## config.mk

```make
export PLATFORM = sky130hd
export DESIGN_NAME = sdiv_seq
export DESIGN_NICKNAME = d
export VERILOG_FILES = /design/src/rtl/sdiv_seq.sv
export SDC_FILE = /design/constraint.sdc
export NUM_CORES = 1
export LEC_CHECK = 0
export ABC_AREA = 1
export CORE_ASPECT_RATIO = 0.9
export CORE_MARGIN = 1.5
export CORE_UTILIZATION = 50
export CTS_CLUSTER_DIAMETER = 200
export DETAILED_ROUTE_END_ITERATION = 10
export PLACE_DENSITY_LB_ADDON = 0.08
export SKIP_LAST_GASP = 1
export SYNTH_ARGS = -nofsm -noshare
export SYNTH_HDL_FRONTEND = slang
export SYNTH_SLANG_ARGS = --single-unit
```

## constraint.sdc

```tcl
create_clock -name clk -period 4.2 [get_ports clk]
set_clock_uncertainty 0.2 [all_clocks]
set_input_delay 0.84 -clock clk [delete_from_list [all_inputs] [get_ports clk]]
set_output_delay 0.84 -clock clk [all_outputs]
set_load 0.01 [all_outputs]
```

## src/rtl/sdiv_seq.sv

```systemverilog
// Sequential signed divider: 2*DW-bit dividend / DW-bit divisor, restoring shift-subtract, one bit per clock.
// Optional feature: define SDIV_ABORT_EN to let start during busy abort and restart the division.
module sdiv_seq #(
    parameter int DW = 8
) (
    input  logic            clk,
    input  logic            rst,
    input  logic            start,
    input  logic [2*DW-1:0] dividend,
    input  logic [DW-1:0]   divisor,
    output logic            busy,
    output logic            done,
    output logic [DW-1:0]   quot,
    output logic [DW-1:0]   rem,
    output logic            ovf,
    output logic            dz,
    output logic [1:0]      dbg_state
);

    localparam int CW = $clog2(2*DW);
    localparam logic [CW-1:0]   LAST_CNT = CW'(2*DW-1);
    localparam logic [2*DW-1:0] QPOS_MAX = {{(DW+1){1'b0}}, {(DW-1){1'b1}}};
    localparam logic [2*DW-1:0] QNEG_MAX = {{DW{1'b0}}, 1'b1, {(DW-1){1'b0}}};
    localparam logic [DW-1:0]   SAT_POS  = {1'b0, {(DW-1){1'b1}}};
    localparam logic [DW-1:0]   SAT_NEG  = {1'b1, {(DW-1){1'b0}}};

    typedef enum logic [1:0] {IDLE = 2'd0, RUN = 2'd1, FIX = 2'd2} state_t;

    state_t            state;
    logic [CW-1:0]     cnt;
    logic [2*DW-1:0]   acc;     // dividend magnitude shifting out, quotient bits shifting in
    logic [DW-1:0]     prem;
    logic [DW-1:0]     dmag;
    logic              qsign;
    logic              rsign;
    logic              dzp;

    logic [2*DW-1:0]   dvd_mag;
    logic [DW-1:0]     dv_mag;
    logic [DW:0]       pr;
    logic [DW:0]       diff;
    logic              ge;
    logic              accept;
    logic              q_ovf;

    assign dbg_state = state;

    always_comb begin
        dvd_mag = dividend[2*DW-1] ? (~dividend + 1'b1) : dividend;
        dv_mag  = divisor[DW-1] ? (~divisor + 1'b1) : divisor;
        pr      = {prem, acc[2*DW-1]};
        ge      = (pr >= {1'b0, dmag});
        diff    = pr - {1'b0, dmag};
        q_ovf   = qsign ? (acc > QNEG_MAX) : (acc > QPOS_MAX);
`ifdef SDIV_ABORT_EN
        accept  = start;
`else
        accept  = start && (state == IDLE);
`endif
    end

    always_ff @(posedge clk or posedge rst) begin
        if (rst) begin
            state <= IDLE;
            cnt   <= '0;
            acc   <= '0;
            prem  <= '0;
            dmag  <= '0;
            qsign <= 1'b0;
            rsign <= 1'b0;
            dzp   <= 1'b0;
            busy  <= 1'b0;
            done  <= 1'b0;
            quot  <= '0;
            rem   <= '0;
            ovf   <= 1'b0;
            dz    <= 1'b0;
        end else begin
            done <= 1'b0;
            if (accept) begin
                acc   <= dvd_mag;
                dmag  <= dv_mag;
                prem  <= '0;
                cnt   <= '0;
                qsign <= dividend[2*DW-1] ^ divisor[DW-1];
                rsign <= dividend[2*DW-1];
                dzp   <= (divisor == '0);
                busy  <= 1'b1;
                state <= (divisor == '0) ? FIX : RUN;
            end else begin
                case (state)
                    RUN: begin
                        if (ge) prem <= diff[DW-1:0];
                        else    prem <= pr[DW-1:0];
                        acc <= {acc[2*DW-2:0], ge};
                        cnt <= cnt + CW'(1);
                        if (cnt == LAST_CNT) state <= FIX;
                    end
                    FIX: begin
                        if (dzp) begin
                            quot <= '0;
                            rem  <= '0;
                            ovf  <= 1'b0;
                            dz   <= 1'b1;
                        end else if (q_ovf) begin
                            quot <= qsign ? SAT_NEG : SAT_POS;
                            rem  <= '0;
                            ovf  <= 1'b1;
                            dz   <= 1'b0;
                        end else begin
                            quot <= qsign ? -acc[DW-1:0] : acc[DW-1:0];
                            rem  <= rsign ? -prem : prem;
                            ovf  <= 1'b0;
                            dz   <= 1'b0;
                        end
                        done  <= 1'b1;
                        busy  <= 1'b0;
                        state <= IDLE;
                    end
                    default: state <= IDLE;
                endcase
            end
        end
    end

endmodule

```

# == Yosys cells after proc, flatten, opt, wreduce, memory -nomap -nowiden ==
# Cells that the tools add are included.
# totals
out_inout_bits,22
register_bits,61
wordCells,65
inputBits,27
# classes
n_lt_le_gt_ge,3
eq_ne,4
n_mux,28
reduce_logical,6
addsub,6
n_bitwise,4
# ops
cell,count
8-bit two-way mux,11
16-bit two-way mux,3
"16-bit by 1-bit adder with 16-bit output, second input constant",1
"16-bit by 7-bit greater-than comparator with 1-bit output, second input constant",1
"16-bit by 8-bit greater-than comparator with 1-bit output, second input constant",1
8-bit negator,2
16-bit inverter,1
9-bit by 8-bit >= comparator with 1-bit output,1
"8-bit by 1-bit adder with 8-bit output, second input constant",1
8-bit zero test,1
1-bit two-way mux,8
2-bit two-way mux,4
4-bit two-way mux,2
8-bit inverter,1
8-bit subtractor,1
"4-bit by 1-bit adder with 4-bit output, second input constant",1
"4-bit equality test, second input constant",1
2-bit nonzero test,2
"3-bit inequality test, second input constant",1
"2-bit by 1-bit equality test with 1-bit output, second input constant",1
"2-bit equality test, second input constant",1
2-bit zero test,1
2-bit AND reduction,1
1-bit logical AND,1
other kinds (2),2

# == Logic depth before layout (Yosys ltp) ==
# depth
word_depth,4
ltp_mapped,13
depth_no_buf,13

# == Worst setup path after synthesis ==
# No wires, ideal clock.
# synth_path
path_type,input port to flip-flop
startpoint,input dividend[1]
endpoint,register acc[10]
setup_slack_ps,2118
path_buffers,0
cell_stages,11
arrival_ps,1766
path_cell_list,inv_1 > ha_1 > nand3_1 > nor2_2 > nand3_1 > nand2_1 > nand2_1 > nand2_1 > nand2_1 > nand2_1 > nand2_1
# synth_via
elab_chain_cells,4
# synth_lines
item,line_no,source
start: declaration,9,"input logic [2*DW-1:0] dividend,"
16-bit inverter,49,dvd_mag = dividend[2*DW-1] ? (~dividend + 1'b1) : dividend;
16-bit by 1-bit adder with 16-bit output,49,
16-bit two-way mux,49,
16-bit two-way mux,80,if (accept) begin
end signal: assignment,81,acc <= dvd_mag;
end signal: assignment,95,"acc <= {acc[2*DW-2:0], ge};"
end: declaration,31,logic [2*DW-1:0] acc;
# Every way passes these cells.
# A chain may end at the register's enable or synchronous reset.

# == Worst setup path after layout ==
# layout_path
startpoint,input dividend[15]
endpoint,register acc[15]
# layout_via
elab_chain_cells,4
# layout_lines
item,line_no
16-bit inverter,49
16-bit by 1-bit adder with 16-bit output,49
16-bit two-way mux *,49
16-bit two-way mux *,80
# Every way passes the cells marked *; elsewhere a longest branch is shown, timed or not.

==> results.json <==
{
  "cp_cell_sequence": "clkdlybuf4s50_1 -> inv_1 -> nor2_1 -> nand3_1 -> nor2_1 -> nand2_1 -> nand2_1 -> nand2_1 -> o21ai_0",
  "drt_iter0_markers": 238,
  "crit_fanout": 21,
  "io_pins": 49,
  "fin_hold_ws_ps": 272,
  "crit_family": "buffers and inverters",
  "htreeDepth": 3,
  "synth_warnings": 0,
  "crit_path_start": "dividend[15]",
  "cts.sinks": 61,
  "worstMarginPinSlew_ps": 759,
  "via_per_inst": 5.13,
  "dp_hpwl_um": 6770,
  "avgSynthCellArea_um2": 7.20,
  "clk-insertion-delay-late_ps": 330,
  "synth_edf_count": 0,
  "final.period_utilization": 0.626,
  "combPwrFrac": 0.554,
  "rsz0062_at_grt": "no",
  "fp.dieArea_um2": 8570,
  "setup-violations-final": 0,
  "cts_buffers": 9,
  "diodes": 0,
  "async_flop_share": 1.00,
  "core-area_um2": 7660,
  "status": "finished, final reports clean",
  "ys_ff_latch": 61,
  "p_int_w": 0.00184,
  "die_h_um": 88.0,
  "p_clk_frac": 0.139,
  "grt_pass1_vias": 3306,
  "die_x_um": 97.4,
  "ir_worst_vdd_mv": 0.506,
  "endpoint_kind": "flop",
  "p_seq_frac": 0.307,
  "drt_pass1_iterations": 4,
  "min-delay-start": "cnt[3]$_DFFE_PP0P_",
  "cp_slowest_stage_delay_ps": 890,
  "ant_nets": 0,
  "start_kind": "primary input",
  "layout_min_cycle_time_ps": 2630,
  "setup_tns_ps": 0,
  "clk_path_buf_depth": 2,
  "cpMostUsedCell": "nand2_1",
  "postCtsHoldBufs": 0,
  "start_util": 0.524,
  "grt_first_pass_wirelength_um": 15600,
  "clk_pin_slew_worst_paths_ps": 70,
  "drc": 0,
  "drv_slew": 0,
  "min_path_type": "flop to flop",
  "post_cts.repair.setup_buffers": 0,
  "num_rows": 30,
  "synthFlopType": "dfrtp_1",
  "syn-num-nets": 598,
  "max_slew_margin": 0.494,
  "cp.required_ps": 4260,
  "cp_num_buf_inv": 2,
  "r2r_start": "prem[5]$_DFFE_PP0P_",
  "p_leak_nw": 2.39,
  "fmax_mhz": 380,
  "drv_cap": 0,
  "powerDensity_nw_per_um2": 727,
  "routedWlPerCell_um": 12.7,
  "yosysSeqAreaShare": 0.380,
  "grt_max_degree": 62,
  "synth_area_um2": 4010,
  "wl_um": 8920,
  "cts_tree": "built",
  "fillers": 725,
  "final_layout_size_suffix_gt1_frac": 0.0839,
  "cts_resized": 0,
  "port_buffers": 48,
  "gp_congestion": 0.893,
  "fin_nets": 645,
  "syn_inst": 557,
  "hold_viol_final": 0,
  "vias": 3608,
  "arrival_ps": 2680,
  "root_buffer": "clkbuf_8",
  "synthToLayoutAreaGrowth_pct": 17.5,
  "grt-ovfl-total": 0,
  "grt_util_all_layers": 0.226,
  "synth.distinct_cells": 38,
  "critPathSlowestCell": "clkdlybuf4s50_1",
  "p_sw_w": 0.00159,
  "crit_type": "primary input to flop",
  "swShare": 0.463,
  "total_power_w": 0.00343,
  "antenna_found_initial": 0
}
## per-stage QoR
stage,cells,setup slack (ps),utilization,area (µm²)
6_report,704,1570,0.616,4720
5_1_grt,704,1380,0.616,4720
4_1_cts,704,1610,0.616,4720
3_5_place_dp,689,1250,0.592,4530
3_3_place_gp,689,1360,0.592,4530
2_1_floorplan,557,1650,-,4010
## cell families after synthesis
| kind of cell | synth area share |
|---|---|
| AOI/OAI and AO/OA | 0.100 |
| DFF | 0.380 |
| and+or+nand+nor | 0.340 |
| buffers and inverters | 0.0904 |
| xor gates and xnor gates | 0.0437 |
| adders and majority gates | 0.0455 |
## power by group through the flow
| stage | combinational, W | sequential (W) | clock [W] |
|---|---|---|---|
| after floorplan | 0.00147 | 0.00102 | 0 |
| after global placement | 0.00185 | 0.00105 | 0 |
| after detailed placement | 0.00190 | 0.00106 | 0 |
| after CTS | 0.00191 | 0.00105 | 0.000495 |
| after global routing | 0.00217 | 0.00108 | 0.000529 |
| final | 0.00190 | 0.00105 | 0.000478 |
## layer usage
| metal | share of wire | vias to the layer above | track usage | wire length, µm |
|---|---|---|---|---|
| met4 | 0.0083 | 0 | 0.0610 | 74 |
| met2 | 0.44 | 88 | 0.356 | 3890 |
| met5 | 0 | - | 0 | 0 |
| li1 | - | 1865 | - | - |
| met3 | 0.044 | 7 | 0.0471 | 394 |
| met1 | 0.51 | 1648 | 0.321 | 4570 |
## placed cells by master, fill, tap and decap left out, drive strengths merged
| master | instances |
|---|---|
| clkinvlp | 2 |
| o211ai | 2 |
| nor2 | 42 |
| nor3 | 4 |
| o22ai | 1 |
| o21ai | 47 |
| fa | 1 |
| a22oi | 2 |
| o21bai | 1 |
| clkbuf | 12 |
| inv | 72 |
| a21oi | 10 |
| o21a | 1 |
| nand2 | 198 |
| ha | 13 |
| nand3b | 3 |
| clkinv | 1 |
| a22o | 1 |
| buf | 1 |
| or2 | 1 |
| xnor2 | 5 |
| dfrtp | 61 |
| o221ai | 3 |
| clkdlybuf4s50 | 48 |
| xor2 | 15 |
| a31oi | 2 |
| nand4 | 2 |
| nand3 | 57 |
## cell usage after synthesis (3+ instances only)
cell type	n	area share
a21oi_1	8	0.010
buf_2	6	0.0075
buf_6	4	0.011
dfrtp_1	61	0.38
ha_1	13	0.041
inv_1	63	0.059
inv_2	8	0.0075
nand2_1	188	0.18
nand2_2	6	0.0094
nand2_4	4	0.011
nand3_1	55	0.069
nand3b_1	3	0.0056
nor2_1	35	0.033
nor2_2	4	0.0062
nor2_4	3	0.0084
o21ai_0	35	0.044
o21ai_1	11	0.014
o221ai_1	3	0.0065
xnor2_1	5	0.011
xor2_1	15	0.033
## worst register-to-register path: cells and delay by family (launching register included)
| family | cells | cell delay [ps] |
|---|---|---|
| adder cells (fa/ha/maj) | 1 | 400 |
| flip-flops | 1 | 460 |
| AND/OR/NAND/NOR | 9 | 910 |
## flip-flops by register name, indices dropped and copies added (netlist names)
name and flops:
cnt 4, dzp 1, busy 1, dmag 8
dz 1, acc 16, prem 8, done 1
rem 8, rsign 1, ovf 1, quot 8
dbg_state 2, qsign 1
## layout make-up
| class | instances | area (µm²) | share of cell area |
|---|---|---|---|
| Clock inverter | 3 | 20.0 | 0.00425 |
| Multi-Input combinational cell | 411 | 2120 | 0.450 |
| Tap cell | 96 | 120 | 0.0255 |
| Timing Repair Buffer | 49 | 488 | 0.103 |
| Clock buffer | 12 | 165 | 0.0350 |
| Inverter | 72 | 273 | 0.0578 |
| Sequential cell | 61 | 1530 | 0.324 |
## worst paths after layout
| check | slack (ps) | cells after the start | end |
|---|---|---|---|
| min in group asynchronous | 850 | 3 | rem[5]$_DFFE_PP0P_ |
| max reg2reg | 2170 | 10 | prem[7]$_DFFE_PP0P_ |
| min reg2reg | 270 | 1 | cnt[3]$_DFFE_PP0P_ |
| max | 1570 | 9 | acc[15]$_DFFE_PP0P_ |
| max in group asynchronous | 2450 | 3 | dmag[2]$_DFFE_PP0P_ |
| min | 270 | 1 | cnt[3]$_DFFE_PP0P_ |
No activity file was read; power rests on OpenSTA's default activity.
